### config.mk
export PLATFORM = sky130hd
export DESIGN_NAME = speed_test_sequencer_flat
export DESIGN_NICKNAME = d
export VERILOG_FILES = /design/src/rtl/speed_test_sequencer_pkg.sv /design/src/rtl/speed_test_sequencer_if.sv /design/src/rtl/speed_test_sequencer_axil_reg_slave.sv /design/src/rtl/speed_test_sequencer.sv /design/src/flat_wrapper.sv
export SDC_FILE = /design/constraint.sdc
export NUM_CORES = 2
export LEC_CHECK = 0
export CORE_AREA = 2 2 648 650
export DETAILED_ROUTE_END_ITERATION = 10
export DIE_AREA = 0 0 650 652
export PLACE_DENSITY = 0.38
export SLEW_MARGIN = 5
export SYNTH_ARGS = -nofsm -noshare
export SYNTH_HDL_FRONTEND = slang
export SYNTH_SLANG_ARGS = --single-unit
### constraint.sdc
create_clock -name clk -period 107.2 [get_ports clk]
set_input_delay 16.08 -clock clk [delete_from_list [all_inputs] [get_ports clk]]
set_output_delay 16.08 -clock clk [all_outputs]
set_load 0.05 [all_outputs]
### src/rtl/speed_test_sequencer_pkg.sv
// Shared speed-tester types: per-port config/result words, sequencer state,
// register map offsets and a byte-strobe merge helper.
package tester_common;

  typedef logic [15:0] u16_t;
  typedef logic [31:0] u32_t;

  // Eight config words and four result words per port, word 0 in the low bits.
  typedef logic [7:0][31:0] port_config_t;
  typedef logic [3:0][31:0] port_result_t;

  typedef enum logic [1:0] {
    ST_WAIT_READY = 2'd0,
    ST_IDLE       = 2'd1,
    ST_RUNNING    = 2'd2,
    ST_DRAINING   = 2'd3
  } test_seq_state_t;

  localparam logic [9:0] REG_STATUS    = 10'h000;
  localparam logic [9:0] REG_CONTROL   = 10'h004;
  localparam logic [9:0] REG_DURATION  = 10'h008;
  localparam logic [9:0] REG_WAIT      = 10'h00C;
  localparam logic [9:0] REG_PORT_MASK = 10'h010;
  localparam logic [9:0] REG_ELAPSED   = 10'h014;
  localparam logic [9:0] REG_RUN_COUNT = 10'h018;

  function automatic u32_t apply_strb(input u32_t old, input u32_t wdata, input logic [3:0] strb);
    u32_t r;
    r = old;
    for (int b = 0; b < 4; b++)
      if (strb[b]) r[8*b +: 8] = wdata[8*b +: 8];
    return r;
  endfunction

endpackage

### src/rtl/speed_test_sequencer_if.sv
// AXI4-Lite bus bundle between the PS interconnect (master) and the sequencer (slave).
interface speed_test_sequencer_if #(
  parameter int ADDR_W = 10,
  parameter int DATA_W = 32
);
  logic [ADDR_W-1:0]   awaddr;
  logic [2:0]          awprot;
  logic                awvalid;
  logic                awready;
  logic [DATA_W-1:0]   wdata;
  logic [DATA_W/8-1:0] wstrb;
  logic                wvalid;
  logic                wready;
  logic [1:0]          bresp;
  logic                bvalid;
  logic                bready;
  logic [ADDR_W-1:0]   araddr;
  logic [2:0]          arprot;
  logic                arvalid;
  logic                arready;
  logic [DATA_W-1:0]   rdata;
  logic [1:0]          rresp;
  logic                rvalid;
  logic                rready;

  modport master (
    output awaddr, awprot, awvalid, wdata, wstrb, wvalid, bready,
           araddr, arprot, arvalid, rready,
    input  awready, wready, bresp, bvalid, arready, rdata, rresp, rvalid
  );

  modport slave (
    input  awaddr, awprot, awvalid, wdata, wstrb, wvalid, bready,
           araddr, arprot, arvalid, rready,
    output awready, wready, bresp, bvalid, arready, rdata, rresp, rvalid
  );
endinterface

### src/rtl/speed_test_sequencer_axil_reg_slave.sv
// AXI4-Lite handshake engine: turns bus transactions into a one-cycle write
// strobe and a read request whose data the owner returns on the next cycle.
module axil_reg_slave #(
  parameter int ADDR_W = 10,
  parameter int DATA_W = 32
) (
  input  logic                clk,
  input  logic                rst,
  speed_test_sequencer_if.slave s,
  output logic                wr_en_o,
  output logic [ADDR_W-1:0]   wr_addr_o,
  output logic [DATA_W-1:0]   wr_data_o,
  output logic [DATA_W/8-1:0] wr_strb_o,
  output logic                rd_en_o,
  output logic [ADDR_W-1:0]   rd_addr_o,
  input  logic [DATA_W-1:0]   rd_data_i
);
  logic wrdy_q, bvalid_q, ardy_q, rvalid_q;
  logic unused_prot;

  assign unused_prot = ^{s.awprot, s.arprot};

  // Valids are held by the master, so the accept cycle still sees them high.
  assign wr_en_o   = wrdy_q & s.awvalid & s.wvalid;
  assign wr_addr_o = s.awaddr;
  assign wr_data_o = s.wdata;
  assign wr_strb_o = s.wstrb;
  assign rd_en_o   = ardy_q & s.arvalid;
  assign rd_addr_o = s.araddr;

  always_ff @(posedge clk or posedge rst) begin
    if (rst) begin
      wrdy_q   <= 1'b0;
      bvalid_q <= 1'b0;
      ardy_q   <= 1'b0;
      rvalid_q <= 1'b0;
    end else begin
      wrdy_q <= s.awvalid & s.wvalid & ~wrdy_q & ~bvalid_q;
      if (wr_en_o)       bvalid_q <= 1'b1;
      else if (s.bready) bvalid_q <= 1'b0;
      ardy_q <= s.arvalid & ~ardy_q & ~rvalid_q;
      if (rd_en_o)       rvalid_q <= 1'b1;
      else if (s.rready) rvalid_q <= 1'b0;
    end
  end

  assign s.awready = wrdy_q;
  assign s.wready  = wrdy_q;
  assign s.bresp   = 2'b00;
  assign s.bvalid  = bvalid_q;
  assign s.arready = ardy_q;
  assign s.rdata   = rd_data_i;
  assign s.rresp   = 2'b00;
  assign s.rvalid  = rvalid_q;
endmodule

### src/rtl/speed_test_sequencer.sv
// Speed-test sequencer: register map, per-port config/results and the timed
// run FSM. Define SPEED_TEST_ABORT_EN to enable CONTROL.abort.
module speed_test_sequencer
  import tester_common::*;
#(
  parameter int TEST_PORT_NUM      = 4,
  parameter int CLOCK_FREQ         = 125000000,
  parameter int C_S_AXI_DATA_WIDTH = 32,
  parameter int C_S_AXI_ADDR_WIDTH = 10
) (
  input  logic                                  clk,
  input  logic                                  rst,
  speed_test_sequencer_if.slave                 s_axi,
  input  logic         [TEST_PORT_NUM-1:0]      gen_ready,
  input  logic         [TEST_PORT_NUM-1:0]      check_ready,
  input  port_result_t [TEST_PORT_NUM-1:0]      check_results,
  output logic         [TEST_PORT_NUM-1:0]      start,
  output logic         [TEST_PORT_NUM-1:0]      stop,
  output port_config_t [TEST_PORT_NUM-1:0]      port_config
);
  localparam int CYCLE_PER_MS = CLOCK_FREQ / 1000;
  localparam int CYC_W = (CYCLE_PER_MS > 1) ? $clog2(CYCLE_PER_MS) : 1;
  localparam logic [CYC_W-1:0] CYC_LAST = CYC_W'(CYCLE_PER_MS - 1);
  localparam int AW = C_S_AXI_ADDR_WIDTH;
  localparam int DW = C_S_AXI_DATA_WIDTH;

  typedef logic [TEST_PORT_NUM-1:0] mask_t;

  logic            wr_en, rd_en;
  logic [AW-1:0]   wr_addr, rd_addr;
  logic [DW-1:0]   wr_data;
  logic [DW/8-1:0] wr_strb;
  u32_t            rd_mux, rd_data_q;
  logic [9:0]      wa, ra;
  logic            unused_addr;

  axil_reg_slave #(.ADDR_W(AW), .DATA_W(DW)) u_axil (
    .clk       (clk),
    .rst       (rst),
    .s         (s_axi),
    .wr_en_o   (wr_en),
    .wr_addr_o (wr_addr),
    .wr_data_o (wr_data),
    .wr_strb_o (wr_strb),
    .rd_en_o   (rd_en),
    .rd_addr_o (rd_addr),
    .rd_data_i (rd_data_q)
  );

  assign wa = {wr_addr[9:2], 2'b00};
  assign ra = {rd_addr[9:2], 2'b00};
  assign unused_addr = ^{wr_addr[1:0], rd_addr[1:0]};

  test_seq_state_t state_q, state_d;
  u16_t            dur_q, dur_d, wait_q, wait_d, elapsed_q, elapsed_d, drain_q, drain_d;
  mask_t           mask_q, mask_d, act_q, act_d;
  logic [CYC_W-1:0] cyc_q, cyc_d;
  u32_t            runs_q, runs_d;
  logic            aborted_q, aborted_d, rej_q, rej_d;
  port_config_t [TEST_PORT_NUM-1:0] cfg_q, cfg_d;
  port_result_t [TEST_PORT_NUM-1:0] res_q, res_d;

  logic ctrl_wr, start_req, abort_req, busy, tick, start_ok, dur_done, drain_done, all_ready;
  u16_t drain_target;

  assign ctrl_wr   = wr_en && (wa == REG_CONTROL);
  assign start_req = ctrl_wr & wr_data[0];
`ifdef SPEED_TEST_ABORT_EN
  assign abort_req = ctrl_wr & wr_data[1];
`else
  assign abort_req = 1'b0;
`endif
  assign busy         = (state_q != ST_IDLE);
  assign tick         = (cyc_q == CYC_LAST);
  assign start_ok     = (dur_q != '0) && (mask_q != '0);
  assign drain_target = (wait_q == '0) ? 16'd1 : wait_q;
  assign dur_done     = tick && (u16_t'(elapsed_q + 16'd1) == dur_q);
  assign drain_done   = tick && (u16_t'(drain_q + 16'd1) == drain_target);
  // Ports outside the active set do not hold up the return to IDLE.
  assign all_ready    = ((gen_ready & check_ready) | ~act_q) == '1;

  // FSM: state register
  always_ff @(posedge clk or posedge rst) begin
    if (rst) state_q <= ST_WAIT_READY;
    else     state_q <= state_d;
  end

  // FSM: next state
  always_comb begin
    state_d = state_q;
    unique case (state_q)
      ST_WAIT_READY: if (all_ready)               state_d = ST_IDLE;
      ST_IDLE:       if (start_req && start_ok)   state_d = ST_RUNNING;
      ST_RUNNING:    if (abort_req || dur_done)   state_d = ST_DRAINING;
      ST_DRAINING:   if (abort_req || drain_done) state_d = ST_WAIT_READY;
      default:                                    state_d = ST_WAIT_READY;
    endcase
  end

  // FSM: outputs, decoded straight from state so reset clears them at once
  always_comb begin
    start = '0;
    stop  = '0;
    if (state_q == ST_RUNNING)  start = act_q;
    if (state_q == ST_DRAINING) stop  = act_q;
  end

  assign port_config = cfg_q;

  always_comb begin
    dur_d     = dur_q;
    wait_d    = wait_q;
    mask_d    = mask_q;
    act_d     = act_q;
    elapsed_d = elapsed_q;
    drain_d   = drain_q;
    cyc_d     = cyc_q;
    runs_d    = runs_q;
    aborted_d = aborted_q;
    rej_d     = rej_q;
    cfg_d     = cfg_q;
    res_d     = res_q;

    if (wr_en && !busy) begin
      if (wa == REG_DURATION)  dur_d  = u16_t'(apply_strb(u32_t'(dur_q), wr_data, wr_strb));
      if (wa == REG_WAIT)      wait_d = u16_t'(apply_strb(u32_t'(wait_q), wr_data, wr_strb));
      if (wa == REG_PORT_MASK) mask_d = mask_t'(apply_strb(u32_t'(mask_q), wr_data, wr_strb));
      for (int i = 0; i < TEST_PORT_NUM; i++)
        if (wa[9:8] == 2'b01 && wa[7:5] == 3'(i))
          cfg_d[i][wa[4:2]] = apply_strb(cfg_q[i][wa[4:2]], wr_data, wr_strb);
    end

    unique case (state_q)
      ST_IDLE: begin
        if (start_req) begin
          if (start_ok) begin
            act_d     = mask_q;
            elapsed_d = '0;
            cyc_d     = '0;
            aborted_d = 1'b0;
            rej_d     = 1'b0;
            res_d     = '0;
          end else begin
            rej_d = 1'b1;
          end
        end
      end
      ST_RUNNING, ST_DRAINING: begin
        cyc_d = tick ? '0 : cyc_q + 1'b1;
        for (int i = 0; i < TEST_PORT_NUM; i++)
          if (act_q[i]) res_d[i] = check_results[i];
        if (abort_req) begin
          aborted_d = 1'b1;
          cyc_d     = '0;
          drain_d   = '0;
        end else if (state_q == ST_RUNNING) begin
          if (tick) elapsed_d = elapsed_q + 16'd1;
          if (dur_done) drain_d = '0;
        end else if (drain_done) begin
          if (!aborted_q) runs_d = runs_q + 32'd1;
        end else if (tick) begin
          drain_d = drain_q + 16'd1;
        end
      end
      default: ;
    endcase
  end

  always_ff @(posedge clk or posedge rst) begin
    if (rst) begin
      dur_q     <= '0;
      wait_q    <= '0;
      mask_q    <= '0;
      act_q     <= '1;
      elapsed_q <= '0;
      drain_q   <= '0;
      cyc_q     <= '0;
      runs_q    <= '0;
      aborted_q <= 1'b0;
      rej_q     <= 1'b0;
      cfg_q     <= '0;
      res_q     <= '0;
    end else begin
      dur_q     <= dur_d;
      wait_q    <= wait_d;
      mask_q    <= mask_d;
      act_q     <= act_d;
      elapsed_q <= elapsed_d;
      drain_q   <= drain_d;
      cyc_q     <= cyc_d;
      runs_q    <= runs_d;
      aborted_q <= aborted_d;
      rej_q     <= rej_d;
      cfg_q     <= cfg_d;
      res_q     <= res_d;
    end
  end

  always_comb begin
    rd_mux = '0;
    unique case (ra)
      REG_STATUS:    rd_mux = {27'd0, rej_q, aborted_q, state_q, busy};
      REG_DURATION:  rd_mux = u32_t'(dur_q);
      REG_WAIT:      rd_mux = u32_t'(wait_q);
      REG_PORT_MASK: rd_mux = u32_t'(mask_q);
      REG_ELAPSED:   rd_mux = u32_t'(elapsed_q);
      REG_RUN_COUNT: rd_mux = runs_q;
      default: begin
        for (int i = 0; i < TEST_PORT_NUM; i++) begin
          if (ra[9:8] == 2'b01 && ra[7:5] == 3'(i)) rd_mux = cfg_q[i][ra[4:2]];
          if (ra[9:8] == 2'b10 && ra[7:4] == 4'(i)) rd_mux = res_q[i][ra[3:2]];
        end
      end
    endcase
  end

  always_ff @(posedge clk or posedge rst) begin
    if (rst)        rd_data_q <= '0;
    else if (rd_en) rd_data_q <= rd_mux;
  end
endmodule

### src/flat_wrapper.sv
// flat-port wrapper written by rule: the top's interface ports become plain ports
module speed_test_sequencer_flat import tester_common::*;
#(
  parameter int TEST_PORT_NUM      = 4,
  parameter int CLOCK_FREQ         = 125000000,
  parameter int C_S_AXI_DATA_WIDTH = 32,
  parameter int C_S_AXI_ADDR_WIDTH = 10
)
  (clk, rst, gen_ready, check_ready, check_results, start, stop, port_config, s_axi_awaddr, s_axi_awprot, s_axi_awvalid, s_axi_wdata, s_axi_wstrb, s_axi_wvalid, s_axi_bready, s_axi_araddr, s_axi_arprot, s_axi_arvalid, s_axi_rready, s_axi_awready, s_axi_wready, s_axi_bresp, s_axi_bvalid, s_axi_arready, s_axi_rdata, s_axi_rresp, s_axi_rvalid);
  speed_test_sequencer_if #(.ADDR_W(10), .DATA_W(32)) s_axi_i ();
  input  logic clk;
  input  logic rst;
  input  logic         [TEST_PORT_NUM-1:0] gen_ready;
  input  logic         [TEST_PORT_NUM-1:0] check_ready;
  input  port_result_t [TEST_PORT_NUM-1:0] check_results;
  output logic         [TEST_PORT_NUM-1:0] start;
  output logic         [TEST_PORT_NUM-1:0] stop;
  output port_config_t [TEST_PORT_NUM-1:0] port_config;
  input wire logic [$bits(s_axi_i.awaddr)-1:0] s_axi_awaddr;
  input wire logic [$bits(s_axi_i.awprot)-1:0] s_axi_awprot;
  input wire logic [$bits(s_axi_i.awvalid)-1:0] s_axi_awvalid;
  input wire logic [$bits(s_axi_i.wdata)-1:0] s_axi_wdata;
  input wire logic [$bits(s_axi_i.wstrb)-1:0] s_axi_wstrb;
  input wire logic [$bits(s_axi_i.wvalid)-1:0] s_axi_wvalid;
  input wire logic [$bits(s_axi_i.bready)-1:0] s_axi_bready;
  input wire logic [$bits(s_axi_i.araddr)-1:0] s_axi_araddr;
  input wire logic [$bits(s_axi_i.arprot)-1:0] s_axi_arprot;
  input wire logic [$bits(s_axi_i.arvalid)-1:0] s_axi_arvalid;
  input wire logic [$bits(s_axi_i.rready)-1:0] s_axi_rready;
  output wire logic [$bits(s_axi_i.awready)-1:0] s_axi_awready;
  output wire logic [$bits(s_axi_i.wready)-1:0] s_axi_wready;
  output wire logic [$bits(s_axi_i.bresp)-1:0] s_axi_bresp;
  output wire logic [$bits(s_axi_i.bvalid)-1:0] s_axi_bvalid;
  output wire logic [$bits(s_axi_i.arready)-1:0] s_axi_arready;
  output wire logic [$bits(s_axi_i.rdata)-1:0] s_axi_rdata;
  output wire logic [$bits(s_axi_i.rresp)-1:0] s_axi_rresp;
  output wire logic [$bits(s_axi_i.rvalid)-1:0] s_axi_rvalid;
  assign s_axi_i.awaddr = s_axi_awaddr;
  assign s_axi_i.awprot = s_axi_awprot;
  assign s_axi_i.awvalid = s_axi_awvalid;
  assign s_axi_i.wdata = s_axi_wdata;
  assign s_axi_i.wstrb = s_axi_wstrb;
  assign s_axi_i.wvalid = s_axi_wvalid;
  assign s_axi_i.bready = s_axi_bready;
  assign s_axi_i.araddr = s_axi_araddr;
  assign s_axi_i.arprot = s_axi_arprot;
  assign s_axi_i.arvalid = s_axi_arvalid;
  assign s_axi_i.rready = s_axi_rready;
  assign s_axi_awready = s_axi_i.awready;
  assign s_axi_wready = s_axi_i.wready;
  assign s_axi_bresp = s_axi_i.bresp;
  assign s_axi_bvalid = s_axi_i.bvalid;
  assign s_axi_arready = s_axi_i.arready;
  assign s_axi_rdata = s_axi_i.rdata;
  assign s_axi_rresp = s_axi_i.rresp;
  assign s_axi_rvalid = s_axi_i.rvalid;
  speed_test_sequencer #(.TEST_PORT_NUM(TEST_PORT_NUM), .CLOCK_FREQ(CLOCK_FREQ), .C_S_AXI_DATA_WIDTH(C_S_AXI_DATA_WIDTH), .C_S_AXI_ADDR_WIDTH(C_S_AXI_ADDR_WIDTH)) u_core (.clk(clk), .rst(rst), .s_axi(s_axi_i), .gen_ready(gen_ready), .check_ready(check_ready), .check_results(check_results), .start(start), .stop(stop), .port_config(port_config));
endmodule
==> results.md <==
- Routed len/inst: 38.7 um
- Peak supply drop: 0.0260 mV
- Final net count: a little over 9000
- Setup TNS: 0 ns
- Hold depth: 1
- Resized cells post-CTS: 0
- Final GP Congestion: 0.896
- CTS tree: yes
- Synthesis warning total: 0
- Pleak: 50.5 nW
- Slew @ Worst Pin: 1.25 ns
- Initial core utilization: 0.210
- CP max-delay cell: o21ai_0
- Fin crit period: 21.21 ns
- Layout cells sized above 1: 0.274
- Max H-tree Level: 4
- Worst EP arrival: 22.06 ns
- Initial detailed-routing violation count: 5875
- RSZ-0062 raised after global routing: no
- Global route overflow: 0
- Critical Path Start Type: input pin
- Largest net degree at the start of global routing: 257
- Met2 Use GR: 0.399
- Num CTS Buffers: 221
- Port Buffer Count: between 1500 and 2000
- # DRC: 0
- Crit-path max cell delay: 0.81 ns
- Mapped Cells: 7127
- Required time of the critical path: 108.05 ns
- Routed wire length: 555 mm
- DRT Pass-1 Iters: 6
- R2r startpoint: u_core.state_q[1]$_DFFE_PP0P_
- WP buf/inv: 7
- Clock root buffer master: clkbuf_16
- First-pass GRT wire length: between 700 and 800 mm
- Max-cap violations: 0
- Final Power: 2.00 mW
- Tcrit/Tclk final: 0.198
- Final hold violations: 0
- Yosys cell types: just over 80
- Post-CTS Setup Inserts: 0
- Worst slew margin: 0.167
- Hold endpoint: u_core.runs_q[31]$_DFFE_PP0P_
- Drt via density: 4.96
- Maximum clock frequency: 0.0471 GHz
- Most common cell after layout, fill and taps aside: dfrtp_1
- Vias: slightly above 70000
- Crit-path max FO: 33
- Dpl hpwl: 430 mm
- Run status: completed
- GR Util met3: 0.0750
- Reg2Reg Depth: 10
- Busiest grt layer: met2
- All-Layer GR Usage: 0.254
- Syn Area/Cell: between 10 and 15 sq um
- CP delay by family, top: buffers and inverters
- Syn Std Cell Area: 0.0873 sq mm
- Flops & latches, synth: 1696
- # IOs: 1662
- Die footprint: 0.424 sq mm
- R2R Setup Slk: 101.23 ns
- Rows: 237
- Final setup viols: 0
- CTS Hold Buffers Added: 0
- R2r endpoint: u_core.res_q[159]$_DFFE_PP0P_
- Setup Crit Path Kind: in2reg
- Clock skew: 0.110 ns
- Number of flops mapped to enable cells by yosys: 0
- Worst path most repeated cell: buf_4
- Final antenna-violating net count: 0
- Worst skew pair latency: around 1.0 ns
- Async S/R FF share, synth: 1.00
- Dominant synthesized flop cell: dfrtp_1
- Die Wd: about 650 um
- M1 GR Usage: 0.322
- Clock sink count: roughly 1700
- Vias in the first global route: 71300
- Crit. End Element: flop
- Core Area: 0.416 sq mm
- Min-delay src: u_core.runs_q[31]$_DFFE_PP0P_
- Sequential area share after synthesis: 0.486
- Clock Pin Slew Worst Setup and Hold Paths: 0.06 ns
- Min-delay worst type: reg2reg
- PD cells: 16.9 mW/mm^2
- Cell Chain, Critical Path: buf_8 > buf_4 > buf_4 > buf_4 > buf_4 > mux4_2 > o21ai_0 > a31oi_1 > buf_4 > a211oi_1 > buf_4 > o21ai_0 > a221o_1
- Max Transition Viols Final: 0
- Commonest cells after routing, fill and taps aside: 1692 x dfrtp_1, 1629 x clkdlybuf4s50_1, 1197 x nand2_1, 1061 x mux2_2, 640 x mux4_2
- Clock Tree Buf Depth: 4
- Initial antenna violation count: 92
- P&R area growth vs syn: 35.3%
- Die Y-Extent: 652 um
[metrics by stage]
stage | utilization | instance area [sq um] | cells | setup WS (ns) | hold WS [ns]
3_5_place_dp | 0.266 | 111000 | 13900 | 84.76 | 0.460
4_1_cts | 0.284 | 118000 | 14300 | 85.80 | 0.469
3_3_place_gp | 0.266 | 111000 | 13900 | 84.43 | 0.453
6_report | 0.284 | 118000 | 14300 | 85.99 | 0.463
2_1_floorplan | - | 87300 | 7130 | 43.26 | 0.434
5_1_grt | 0.284 | 118000 | 14300 | 85.49 | 0.487
[state kept, by name (all words and copies together), names as in the netlist, 2 cells and up]
signal,flops
u_core.rd_data_q,32
u_core.dur_q,16
u_core.runs_q,32
u_core.state_q,2
u_core.act_q,4
u_core.drain_q,16
u_core.cyc_q,17
u_core.elapsed_q,16
u_core.wait_q,16
u_core.res_q,512
u_core.port_config,1024
u_core.mask_q,4
[cell usage after synthesis (5+ instances only)]
| master | n | area (sq um) |
|---|---|---|
| and3_1 | 38 | 238 |
| nand3_1 | 44 | 220 |
| a22oi_1 | 12 | 90.1 |
| a21oi_1 | 144 | 721 |
| nand2_1 | 1210 | 4540 |
| xnor2_1 | 41 | 359 |
| dfrtp_1 | 1692 | 42300 |
| o31ai_1 | 9 | 67.6 |
| o211ai_1 | 5 | 37.5 |
| nor2_1 | 238 | 893 |
| a21o_1 | 39 | 293 |
| clkbuf_1 | 439 | 1650 |
| nor4_1 | 21 | 131 |
| mux2i_1 | 37 | 370 |
| a31oi_1 | 7 | 43.8 |
| nand4_1 | 25 | 156 |
| a211oi_1 | 99 | 743 |
| a221oi_1 | 39 | 342 |
| buf_1 | 56 | 210 |
| and4_1 | 7 | 61.3 |
| inv_1 | 24 | 90.1 |
| or3_1 | 8 | 50.1 |
| buf_4 | 9 | 67.6 |
| and2_1 | 18 | 113 |
| mux4_2 | 640 | 14400 |
| xor2_1 | 31 | 272 |
| nand2b_1 | 13 | 81.3 |
| buf_2 | 77 | 385 |
| mux2_2 | 1061 | 11900 |
| o221ai_1 | 41 | 359 |
| a22o_1 | 43 | 377 |
| or4_1 | 8 | 60.1 |
| ha_1 | 8 | 100 |
| nor3b_1 | 8 | 60.1 |
| o21ai_0 | 645 | 3230 |
| nor3_1 | 32 | 160 |
| nor2b_1 | 143 | 895 |
| a222oi_1 | 33 | 330 |
| a21bo_2 | 11 | 110 |
[layer usage]
layer / vias up / share of wire
met4: 44 / 0.055
li1: 29400 / -
met1: 38200 / 0.41
met5: - / 0.00048
met2: 2739 / 0.45
met3: 718 / 0.080
[cell type report]
cell class,instances,area [sq um]
clock inverters,68,840
well taps,5497,6880
clock buffers,332,6590
inverters,24,97.6
flip-flops and latches,1696,42400
multi-input cells,4828,43000
repair buffers,1853,18200
fillers,43100,298000
diodes,35,87.6
[worst max-delay path by stage]
stage	from	cells after the start	endpoint	slack, ns
after detailed placement	s_axi_araddr[2]	13	u_core.rd_data_q[12]$_DFFE_PP0P_	84.76
after global routing	rst	8	u_core.u_axil.s.awready$_DFF_PP0_	85.49
after global placement	s_axi_araddr[2]	11	u_core.rd_data_q[2]$_DFFE_PP0P_	84.43
after CTS	s_axi_araddr[2]	13	u_core.rd_data_q[12]$_DFFE_PP0P_	85.80
final	s_axi_araddr[2]	13	u_core.rd_data_q[12]$_DFFE_PP0P_	85.99
after floorplan	rst	1	u_core.cyc_q[0]$_DFFE_PP0P_	43.26
[where the power goes]
group / switching (mW) / internal, mW
Sequential: 0.0380 / 0.709
Combinational: 0.339 / 0.133
Clock: 0.326 / 0.453
[logic make-up after synthesis]
group | Yosys count | synth area share
and+or+nand+nor | 1844 | 0.0911
muxes | 1739 | 0.306
DFF | 1696 | 0.486
AOI/OAI and AO/OA | 1160 | 0.0804
buffers and inverters | 606 | 0.0276
xor gates and xnor gates | 73 | 0.00741
adders and majority gates | 8 | 0.00115
other | 1 | 0.0000429
(Power assumes the default switching activity.)
